--- src/rtl/sub_pkg.sv ---
// Shared definitions for the digit-serial subtractor: FSM encoding and
// parameter legality check used at elaboration.
package sub_pkg;

  typedef enum logic [1:0] {
    IDLE = 2'd0,
    RUN  = 2'd1,
    DONE = 2'd2
  } state_t;

  function automatic bit params_ok(input int width, input int digit);
    return (width >= 2) && (digit >= 1) && (digit <= width) && (width % digit == 0);
  endfunction

endpackage

--- src/rtl/fs_digit.sv ---
// DIGIT-bit full subtractor: {bo, diff} = a - b - bin, unsigned.
module fs_digit #(
  parameter int DIGIT = 1
) (
  input  logic [DIGIT-1:0] a,
  input  logic [DIGIT-1:0] b,
  input  logic             bin,
  output logic [DIGIT-1:0] diff,
  output logic             bo
);

  // The extra MSB goes negative exactly when a < b + bin.
  assign {bo, diff} = {1'b0, a} - {1'b0, b} - {{DIGIT{1'b0}}, bin};

endmodule

--- src/rtl/serial_subtractor.sv ---
// Digit-serial subtractor: consumes DIGIT bits of a/b per cycle, LSB first,
// and publishes diff/bo with a one-cycle done pulse when the last digit lands.
module serial_subtractor
  import sub_pkg::*;
#(
  parameter int WIDTH = 8,
  parameter int DIGIT = 1
) (
  input  logic             clk,
  input  logic             rst,
  input  logic             start,
  input  logic [WIDTH-1:0] a,
  input  logic [WIDTH-1:0] b,
  input  logic             bin,
  output logic [WIDTH-1:0] diff,
  output logic             bo,
  output logic             busy,
  output logic             done
);

  localparam int NDIG = WIDTH / DIGIT;
  localparam int CW   = $clog2(NDIG + 1);

  if (!params_ok(WIDTH, DIGIT)) begin : g_bad_param
    $error("serial_subtractor: WIDTH must be >= 2 and a multiple of DIGIT");
  end

  state_t             state, state_n;
  logic [WIDTH-1:0]   sa, sb;
  logic               brw;
  logic [CW-1:0]      cnt;
  logic [DIGIT-1:0]   dd;
  logic               dbo;
  logic               last;
  logic               accept;
  logic [WIDTH-1:0]   part_nxt;

  assign accept = (state == IDLE) && start;
  assign last   = (cnt == CW'(NDIG - 1));

  fs_digit #(.DIGIT(DIGIT)) u_digit (
    .a    (sa[DIGIT-1:0]),
    .b    (sb[DIGIT-1:0]),
    .bin  (brw),
    .diff (dd),
    .bo   (dbo)
  );

  // Partial result fills from the top; after NDIG shifts digit 0 sits at the LSB.
  if (NDIG > 1) begin : g_part
    logic [WIDTH-DIGIT-1:0] part;
    assign part_nxt = {dd, part};
    always_ff @(posedge clk) begin
      if (rst)                 part <= '0;
      else if (accept)         part <= '0;
      else if (state == RUN)   part <= part_nxt[WIDTH-1:DIGIT];
    end
  end else begin : g_single
    assign part_nxt = dd;
  end

  always_ff @(posedge clk) begin
    if (rst) state <= IDLE;
    else     state <= state_n;
  end

  always_comb begin
    state_n = state;
    case (state)
      IDLE:    if (start) state_n = RUN;
      RUN:     if (last)  state_n = DONE;
      DONE:    state_n = IDLE;
      default: state_n = IDLE;
    endcase
  end

  always_ff @(posedge clk) begin
    if (rst) begin
      sa   <= '0;
      sb   <= '0;
      brw  <= 1'b0;
      cnt  <= '0;
      diff <= '0;
      bo   <= 1'b0;
      busy <= 1'b0;
      done <= 1'b0;
    end else begin
      busy <= (state_n == RUN);
      done <= (state == RUN) && last;
      if (accept) begin
        sa  <= a;
        sb  <= b;
        brw <= bin;
        cnt <= '0;
      end else if (state == RUN) begin
        sa  <= sa >> DIGIT;
        sb  <= sb >> DIGIT;
        brw <= dbo;
        cnt <= cnt + CW'(1);
        if (last) begin
          diff <= part_nxt;
          bo   <= dbo;
        end
      end
    end
  end

endmodule

--- config.mk ---
export PLATFORM = sky130hd
export DESIGN_NAME = serial_subtractor
export DESIGN_NICKNAME = d
export VERILOG_FILES = /design/src/rtl/sub_pkg.sv /design/src/rtl/fs_digit.sv /design/src/rtl/serial_subtractor.sv
export SDC_FILE = /design/constraint.sdc
export NUM_CORES = 1
export LEC_CHECK = 0
export CAP_MARGIN = 20
export CORE_ASPECT_RATIO = 1.25
export CORE_MARGIN = 5
export CORE_UTILIZATION = 45
export DETAILED_ROUTE_END_ITERATION = 7
export MAX_ROUTING_LAYER = met4
export PLACE_DENSITY = 0.8
export SLEW_MARGIN = 0
export SYNTH_ARGS = -nofsm -noshare
export SYNTH_HDL_FRONTEND = slang
export SYNTH_HIERARCHICAL = 1
export SYNTH_SLANG_ARGS = --single-unit
--- constraint.sdc ---
create_clock -name clk -period 1.98 [get_ports clk]
set_input_delay 0.594 -clock clk [delete_from_list [all_inputs] [get_ports clk]]
set_output_delay 0.594 -clock clk [all_outputs]
set_load 0.01 [all_outputs]
**After elaboration in Yosys (flattened, before gate mapping)**

Cells that the tools add are included.

- Bits of input ports: 20
- Register bits: 41
- Output and inout bits: 11

- Add/sub/neg operators: 3
- Bitwise gates (word level): 1
- Reduce and logical (&&, ||, !) cells: 6
- Eq/ne operators: 3
- Mux-type cells: 9

Operators with widths:

| kind | number |
|---|---|
| $mux W8 | 4 |
| $add A4 B1 Y4 const B | 1 |
| $eq A2 B1 Y1 const B | 2 |
| $eq A4 B3 Y1 const B | 1 |
| $mux W2 | 2 |
| $pmux W2 S2 | 1 |
| $reduce_and A3 Y1 | 1 |
| $logic_and A1 B1 Y1 | 2 |
| $logic_not A2 Y1 | 1 |
| $mux W1 | 2 |
| $reduce_bool A2 Y1 | 1 |
| $reduce_or A2 Y1 | 1 |
| $sub A1 B1 Y2 | 1 |
| $sub A2 B1 Y2 | 1 |
| $not A1 Y1 | 1 |

**Longest topological paths before layout**

Gate-level depths: netlist of the first run.

- Depth in word-level cells: 4
- Mapped depth: 5
- Gate-level depth less buffers: 5

**By module**

The synthesis of the first run kept the hierarchy.

Modules (own cells, without submodules):

| module | times used | cells each | seq. area each (µm²) | area each (µm²) |
|---|---|---|---|---|
| serial_subtractor | 1 | 193 | 820.8 | 1694.1 |
| fs_digit | 1 | 3 | 0.0 | 27.5 |

**Least setup slack after synthesis of the first run**

OpenSTA, ideal clock, no wires.

- Kind: in2reg
- Start point: input start
- End point: register cnt[3]
- Required time: 1858 ps
- Library setup time: 122 ps
- Path slack: 534 ps
- Path buffers: 2
- Stages on the path: 5
- Arrival: 1324 ps
- Cells stage by stage: or3b_1 > buf_2 > nand2b_1 > buf_4 > a21oi_1

- Cells in the longest elaborated chain, start to end: 2

Ends and longest elaborated chain:

| item | line | RTL |
|---|---|---|
| start, declared | serial_subtractor.sv:11 | `input logic start,` |
| $logic_and A1 B1 Y1 | serial_subtractor.sv:38 | `assign accept = (state == IDLE) && start;` |
| $reduce_or A2 Y1 (no line) | -- |  |
| end signal, assigned | serial_subtractor.sv:99 | `cnt <= cnt + CW'(1);` |
| end, declared | serial_subtractor.sv:31 | `logic [CW-1:0] cnt;` |

No other way between the ends.
A chain may end at the register's enable or synchronous reset.

**Worst setup path in the final report of the first run**

- Start point: register diff[0]
- End point: output diff[0]

RTL lines:

| item | line | RTL |
|---|---|---|
| start, declared | serial_subtractor.sv:15 | `output logic [WIDTH-1:0] diff,` |
| start signal, assigned | serial_subtractor.sv:101 | `diff <= part_nxt;` |

No word-level cell between the ends.

==> flow_results.xml, run 1 <==
<?xml version="1.0" encoding="UTF-8"?>
<metrics>
  <group name="status">
    <metric name="outcome" unit="">completed</metric>
  </group>
  <group name="pwr">
    <metric name="share_comb_of_total_power" unit="">0.138</metric>
    <metric name="power.static_leakage" unit="nW">0.7662</metric>
    <metric name="ir_worst_vdd" unit="V">0.0004888</metric>
    <metric name="powerDensity" unit="mW/mm^2">742.3</metric>
    <metric name="pwr-share-clk" unit="">0.316</metric>
    <metric name="power_switching_share" unit="">0.2465</metric>
    <metric name="netSwitchingPower" unit="mW">0.3996</metric>
    <metric name="power.internal" unit="mW">1.221</metric>
    <metric name="seqPwrFrac" unit="">0.546</metric>
  </group>
  <group name="critical_path">
    <metric name="path_class" unit="">flop to output pin</metric>
    <metric name="critical_path.reg2reg.endpoint" unit="">g_part.part[2]</metric>
    <metric name="critical_path.reg2reg.startpoint" unit="">state[0]</metric>
    <metric name="critPathBufInv" unit="">1</metric>
    <metric name="cp.required" unit="ns">1.39</metric>
    <metric name="timing.critical_path.to_type" unit="">output pin</metric>
    <metric name="worstSetupStartpointType" unit="">flop</metric>
    <metric name="cells_along_the_critical_path" unit="">clkdlybuf4s50_1</metric>
    <metric name="timing.critical_path.slowest_stage_cell" unit="">clkdlybuf4s50_1</metric>
    <metric name="worst_ep_arrival_time" unit="ns">1.15</metric>
    <metric name="setup.reg_to_reg.worst_slack" unit="ns">0.52</metric>
    <metric name="worst-path-max-fanout" unit="">2</metric>
    <metric name="critical-path-top-delay-family" unit="">buffers and inverters</metric>
    <metric name="rr_worst_depth" unit="">4</metric>
    <metric name="slowest_delay" unit="ns">0.53</metric>
  </group>
  <group name="place">
    <metric name="placed_area" unit="sq mm">0.002101</metric>
    <metric name="port_buffers" unit="">30</metric>
    <metric name="placer_congestion" unit="">0.8081</metric>
    <metric name="dp.final_hpwl" unit="microns">2463</metric>
  </group>
  <group name="route">
    <metric name="drt_drc_violations_left" unit="">0</metric>
    <metric name="first_iter_violations" unit="">50</metric>
    <metric name="detail_route.wl_per_cell" unit="microns">12.14</metric>
    <metric name="ant_nets" unit="">0</metric>
    <metric name="drt_pre_antenna_iters" unit="">4</metric>
    <metric name="post_drt_via_cell_ratio" unit="">5.187</metric>
    <metric name="routed_wl" unit="microns">3313</metric>
    <metric name="vias_post_dr" unit="">1416</metric>
  </group>
  <group name="sta">
    <metric name="report.final.slew_viol_count" unit="">0</metric>
    <metric name="post-route-min-period" unit="ns">1.740</metric>
    <metric name="max_freq" unit="MHz">574.7</metric>
    <metric name="rsz0062_at_grt" unit="">false</metric>
    <metric name="layout_worst_path_cycle_share" unit="">0.8788</metric>
    <metric name="timing.final.hold_violations" unit="">0</metric>
    <metric name="worst_slew_pin_slew" unit="ns">0.4922</metric>
    <metric name="fin_worst_skew" unit="ns">0.007374</metric>
    <metric name="setup_viol_count_final" unit="">0</metric>
    <metric name="worst_slew_margin_rel" unit="">0.6719</metric>
  </group>
  <group name="final_layout">
    <metric name="most_common_cell_after_layout_fill_and_taps_aside" unit="">dfxtp_1</metric>
    <metric name="num-nets-final" unit="">254</metric>
    <metric name="n_fill_cell" unit="">339</metric>
    <metric name="post-route-util" unit="">0.5817</metric>
    <metric name="synth_to_layout_area_growth" unit="%">26.82</metric>
    <metric name="share_of_final_layout_standard_cells_stronger_than_drive_strength_1" unit="">0.09871</metric>
    <metric name="fin_area" unit="sq mm">0.002183</metric>
    <metric name="layout_common_cells" unit="">dfxtp_1, nand2_1, clkdlybuf4s50_1, a21oi_1, nand2b_1</metric>
    <metric name="antenna-diode-count" unit="">0</metric>
  </group>
  <group name="job">
    <metric name="maxCapViolCount" unit="">0</metric>
  </group>
  <group name="global_route">
    <metric name="grt_start_max_net_pins" unit="">18</metric>
    <metric name="grt_remaining_overflow" unit="">0</metric>
    <metric name="antenna_found_initial" unit="">0</metric>
    <metric name="globalRouteTotalUtil" unit="">0.1437</metric>
    <metric name="grt_first_pass_wirelength" unit="microns">5664</metric>
    <metric name="first_global_vias" unit="">1343</metric>
  </group>
  <group name="synth">
    <metric name="synth-edff-count" unit="">0</metric>
    <metric name="synth.lib_cells_used.distinct" unit="">28</metric>
    <metric name="synthesis.nets" unit="">218</metric>
    <metric name="synth_seq_cells" unit="">41</metric>
    <metric name="syn-mean-instance-area" unit="sq um">8.784</metric>
    <metric name="synth_cells" unit="">196</metric>
    <metric name="post_synth_instance_area" unit="sq mm">0.001722</metric>
    <metric name="synth.yosys.warnings" unit="">6</metric>
    <metric name="async_sr_flop_fraction" unit="">0</metric>
    <metric name="synth.yosys.seq_area_share" unit="">0.4767</metric>
    <metric name="synth-main-ff-cell" unit="">dfxtp_1</metric>
  </group>
  <group name="worst_hold_path">
    <metric name="min_to" unit="">g_part.part[0]</metric>
    <metric name="min_path_cells" unit="">2</metric>
    <metric name="worstHoldPathType" unit="">flop to flop</metric>
    <metric name="min-delay-start" unit="">g_part.part[0]</metric>
  </group>
  <group name="clock_network">
    <metric name="clk_path_buf_depth" unit="">2</metric>
    <metric name="cts.repair_timing.setup_buffer_count" unit="">0</metric>
    <metric name="cts_sinks" unit="">41</metric>
    <metric name="ctsHoldBuffers" unit="">0</metric>
    <metric name="cts_tree" unit="">built</metric>
    <metric name="htree_num_levels" unit="">2</metric>
    <metric name="root_buffer" unit="">clkbuf_8</metric>
    <metric name="clkTransAtPathRegs" unit="ns">0.07</metric>
    <metric name="numCtsBuffers" unit="">5</metric>
    <metric name="clk_latency" unit="ns">0.29</metric>
    <metric name="post_cts_resize_count" unit="">0</metric>
  </group>
  <group name="floorplan">
    <metric name="floorplan.io_pins" unit="">31</metric>
    <metric name="cell_row_count" unit="">25</metric>
    <metric name="initial_utilization" unit="">0.4587</metric>
    <metric name="design.die.area" unit="sq mm">0.005171</metric>
    <metric name="die_y" unit="microns">79.16</metric>
    <metric name="die_w" unit="microns">65.33</metric>
    <metric name="fp.coreArea" unit="sq mm">0.003754</metric>
  </group>
</metrics>
-- how the worst max path moves through the flow --
stage	end	from	cells after the start	slack, ns
2_1_floorplan	cnt[3]	start	5	0.53
3_5_place_dp	sb[4]	start	5	-0.04
6_report	diff[0]	diff[0]	1	0.24
4_1_cts	diff[0]	diff[0]	1	0.22
5_1_grt	diff[2]	diff[2]	1	0.17
3_3_place_gp	sb[4]	start	5	0.04
-- layer usage --
layer  vias to the layer above  wire [microns]  share of wire  track usage
li1                        733               -              -            -
met1                       637            1518           0.46       0.1549
met2                        37            1567           0.47       0.2442
met3                         9             134          0.040      0.03395
met4                         0              93          0.028      0.07261
met5                         -               0              0            -
-- per-stage QoR --
step | power (mW) | setup WS (ns) | hold slack, ns | setup TNS, ns | instances
after floorplan | 1.039 | 0.5340 | 0.4360 | 0 | 196
final | 1.621 | 0.2400 | 0.4564 | 0 | 273
after global placement | 1.122 | 0.03522 | 0.4426 | 0 | 265
after global routing | 1.699 | 0.1697 | 0.4840 | 0 | 273
after detailed placement | 1.129 | -0.04198 | 0.4469 | -0.07954 | 265
after CTS | 1.638 | 0.2193 | 0.4576 | 0 | 273
-- cell usage after synthesis (2+ instances only) --
cell       n  area share
a211oi_1  14       0.061
a21oi_1   22       0.064
buf_2      5       0.015
buf_4      3       0.013
clkbuf_1   4      0.0087
dfxtp_1   41        0.48
inv_1      4      0.0087
mux2i_1    9       0.052
nand2_1   30       0.065
nand2b_1  21       0.076
nand3_1    3      0.0087
nand3b_1   2      0.0087
nor2_1    19       0.041
nor3_1     2      0.0058
o22ai_1    4       0.015
-- cells by family after synthesis --
kind of cell	share of synthesized area
simple gates	0.2333
compound gates	0.1570
flops	0.4767
buf+inv	0.05159
mux	0.05233
xor+xnor	0.01018
fa+ha+maj	0.01889
-- layout make-up --
class	count	area, sq um	share of cell area
tap	40	50.05	0.02292
clock buffer	6	72.57	0.03324
inverter	4	15.01	0.006877
multi-input combinational	138	812.0	0.3719
timing repair buffer	42	402.9	0.1845
clock inverter	2	10.01	0.004585
sequential	41	820.8	0.3759
-- power by group through the flow --
stage / sequential, mW / combinational (mW) / clock [mW]
after floorplan: 0.900 / 0.140 / 0
after global placement: 0.904 / 0.219 / 0
after detailed placement: 0.905 / 0.224 / 0
after CTS: 0.885 / 0.225 / 0.528
after global routing: 0.891 / 0.249 / 0.559
final: 0.885 / 0.224 / 0.512
-- sequential cells by signal, indices dropped and copies added, names as in the netlist --
signal and cells:
g_part.part 7, done 1, sa 8, brw 1
busy 1, sb 8, state 2, diff 8
cnt 4, bo 1
Power figures use the tool's default switching activity.
==> inputs of run 2 (changes only) <==
- CTS_BUF_LIST: unset -> sky130_fd_sc_hd__clkbuf_8
- GPL_TIMING_DRIVEN: unset -> 0
==> run 2 against run 1 <==
  * Register-to-register slack better by 0.06 ns
  * Critical endpoint is now sa[6]
  * Largest power group unchanged
  * Worst hold slack better by 0.0059 ns
  * Total power is 16% higher
  * Largest cell class unchanged
  * Clock power is 54% higher
  * First-iteration DRC count is 16% higher
  * Flip-flop and latch count stayed put
  * Maximum frequency is 5.4% lower
  * Sequential share of layout area is 0.41 points lower
  * Routed wire length is 0.72% higher
  * Design area is 1.1% higher
  * Global-route usage is 0.22 points higher
==> flow_results.xml, run 2 (synthesis results as in run 1) <==
<?xml version="1.0" encoding="UTF-8"?>
<metrics>
  <group name="final_layout">
    <metric name="n_fill_cell" unit="">330</metric>
    <metric name="post-route-util" unit="">0.5880</metric>
    <metric name="most_common_cell_after_layout_fill_and_taps_aside" unit="">dfxtp_1</metric>
    <metric name="layout_top_registers" unit="">diff (8), sa (8), sb (8)</metric>
    <metric name="num-nets-final" unit="">255</metric>
    <metric name="synth_to_layout_area_growth" unit="%">28.20</metric>
    <metric name="fin_area" unit="sq mm">0.002207</metric>
    <metric name="share_of_final_layout_standard_cells_stronger_than_drive_strength_1" unit="">0.09402</metric>
    <metric name="antenna-diode-count" unit="">0</metric>
    <metric name="layout_common_cells" unit="">dfxtp_1, nand2_1, clkdlybuf4s50_1, a21oi_1, nand2b_1</metric>
    <metric name="instances_no_fill" unit="">274</metric>
  </group>
  <group name="critical_path">
    <metric name="timing.critical_path.to_type" unit="">flop</metric>
    <metric name="critical_path.reg2reg.startpoint" unit="">cnt[0]</metric>
    <metric name="worst-path-max-fanout" unit="">10</metric>
    <metric name="setup.reg_to_reg.worst_slack" unit="ns">0.58</metric>
    <metric name="cp.required" unit="ns">2.14</metric>
    <metric name="rr_worst_depth" unit="">4</metric>
    <metric name="path_class" unit="">input port to flop</metric>
    <metric name="worst_ep_arrival_time" unit="ns">2.00</metric>
    <metric name="critical_path.reg2reg.endpoint" unit="">diff[0]</metric>
    <metric name="worstSetupStartpointType" unit="">input port</metric>
  </group>
  <group name="place">
    <metric name="placed_area" unit="sq mm">0.002072</metric>
    <metric name="placer_congestion" unit="">0.8367</metric>
    <metric name="port_buffers" unit="">30</metric>
    <metric name="dp.final_hpwl" unit="microns">2463</metric>
    <metric name="placed_cells" unit="">266</metric>
  </group>
  <group name="worst_hold_path">
    <metric name="min-delay-start" unit="">sa[4]</metric>
    <metric name="min_to" unit="">sa[3]</metric>
    <metric name="worstHoldPathType" unit="">flop to flop</metric>
    <metric name="min_path_cells" unit="">2</metric>
  </group>
  <group name="route">
    <metric name="vias_post_dr" unit="">1430</metric>
    <metric name="routed_wl" unit="microns">3337</metric>
    <metric name="detail_route.wl_per_cell" unit="microns">12.18</metric>
    <metric name="ant_nets" unit="">0</metric>
    <metric name="drt_drc_violations_left" unit="">0</metric>
    <metric name="first_iter_violations" unit="">58</metric>
    <metric name="post_drt_via_cell_ratio" unit="">5.219</metric>
    <metric name="drt_pre_antenna_iters" unit="">5</metric>
  </group>
  <group name="floorplan">
    <metric name="die_w" unit="microns">65.33</metric>
    <metric name="design.die.area" unit="sq mm">0.005171</metric>
    <metric name="initial_utilization" unit="">0.4587</metric>
    <metric name="die_y" unit="microns">79.16</metric>
    <metric name="floorplan.io_pins" unit="">31</metric>
    <metric name="cell_row_count" unit="">25</metric>
    <metric name="fp.coreArea" unit="sq mm">0.003754</metric>
  </group>
  <group name="clock_network">
    <metric name="ctsHoldBuffers" unit="">0</metric>
    <metric name="clk_latency" unit="ns">0.29</metric>
    <metric name="post_cts_resize_count" unit="">0</metric>
    <metric name="cts.repair_timing.setup_buffer_count" unit="">0</metric>
    <metric name="root_buffer" unit="">clkbuf_8</metric>
    <metric name="numCtsBuffers" unit="">5</metric>
    <metric name="cts_sinks" unit="">41</metric>
    <metric name="clkTransAtPathRegs" unit="ns">0.08</metric>
    <metric name="htree_num_levels" unit="">2</metric>
    <metric name="cts_tree" unit="">built</metric>
    <metric name="clk_path_buf_depth" unit="">2</metric>
  </group>
  <group name="sta">
    <metric name="rsz0062_at_grt" unit="">false</metric>
    <metric name="worst_slew_margin_rel" unit="">0.7020</metric>
    <metric name="setup_viol_count_final" unit="">0</metric>
    <metric name="layout_worst_path_cycle_share" unit="">0.9292</metric>
    <metric name="fin_worst_skew" unit="ns">0.009178</metric>
    <metric name="report.final.slew_viol_count" unit="">0</metric>
    <metric name="post-route-min-period" unit="ns">1.840</metric>
    <metric name="max_freq" unit="MHz">543.5</metric>
    <metric name="worst_slew_pin_slew" unit="ns">0.4470</metric>
    <metric name="timing.final.hold_violations" unit="">0</metric>
    <metric name="setup_tns" unit="ns">0</metric>
  </group>
  <group name="global_route">
    <metric name="antenna_found_initial" unit="">0</metric>
    <metric name="grt_start_max_net_pins" unit="">14</metric>
    <metric name="globalRouteTotalUtil" unit="">0.1459</metric>
    <metric name="grt_first_pass_wirelength" unit="microns">5775</metric>
    <metric name="grt_remaining_overflow" unit="">0</metric>
    <metric name="first_global_vias" unit="">1355</metric>
  </group>
  <group name="pwr">
    <metric name="ir_worst_vdd" unit="V">0.0004878</metric>
    <metric name="total_power_consumption" unit="mW">1.886</metric>
    <metric name="powerDensity" unit="mW/mm^2">854.5</metric>
    <metric name="power.static_leakage" unit="nW">0.7747</metric>
  </group>
  <group name="status">
    <metric name="outcome" unit="">completed</metric>
  </group>
  <group name="job">
    <metric name="maxCapViolCount" unit="">0</metric>
  </group>
</metrics>
[run 2: per-stage QoR]
step	setup WS (ns)	hold WS [ns]
CTS	0.1182	0.4641
finish	0.1401	0.4623
global route	0.01390	0.4899
global placement	-0.1994	0.4427
detailed placement	-0.2153	0.4538
floorplan	0.5340	0.4360
[run 2: area by class of cell]
cell class              instances  area (sq um)  share of cell area
inverters                       4         15.01            0.006803
multi-input cells             138         812.0              0.3679
flip-flops and latches         41         820.8              0.3719
well taps                      40         50.05             0.02268
clock buffers                   5         68.82             0.03118
repair buffers                 30         300.3              0.1361
plain buffers                  13         75.07             0.03401
clock inverters                 3         65.06             0.02948
[run 2: report_power, final]
part	switching [mW]	internal (mW)
clock network	0.286	0.501
registers	0.0232	0.862
logic	0.108	0.106
[run 2: worst max-delay path, cell delays in order]
cell             delay (ns)
clkdlybuf4s50_1        0.52
clkbuf_1               0.37
clkbuf_1               0.42
a211oi_1               0.10
[run 2: how the worst max path moves through the flow]
| stage | from | to | slack [ns] | depth (start not counted) |
|---|---|---|---|---|
| after global routing | rst | busy | 0.01 | 4 |
| after CTS | rst | sa[6] | 0.12 | 4 |
| after floorplan | start | cnt[3] | 0.53 | 5 |
| after detailed placement | rst | sa[6] | -0.22 | 4 |
| final | rst | sa[6] | 0.14 | 4 |
| after global placement | rst | done | -0.20 | 4 |
[run 2: per-layer routing]
| layer | GRT usage | up-vias | part of all wire |
|---|---|---|---|
| met2 | 0.2513 | 37 | 0.49 |
| met5 | - | - | 0 |
| met3 | 0.04243 | 6 | 0.052 |
| li1 | - | 731 | - |
| met4 | 0.05602 | 0 | 0.016 |
| met1 | 0.1570 | 656 | 0.44 |
==> inputs of run 3 (changes only) <==
- GPL_ROUTABILITY_DRIVEN: unset -> 0
==> results of run 3 <==
The final DEF is identical to that of run 2; final timing and power are the same.
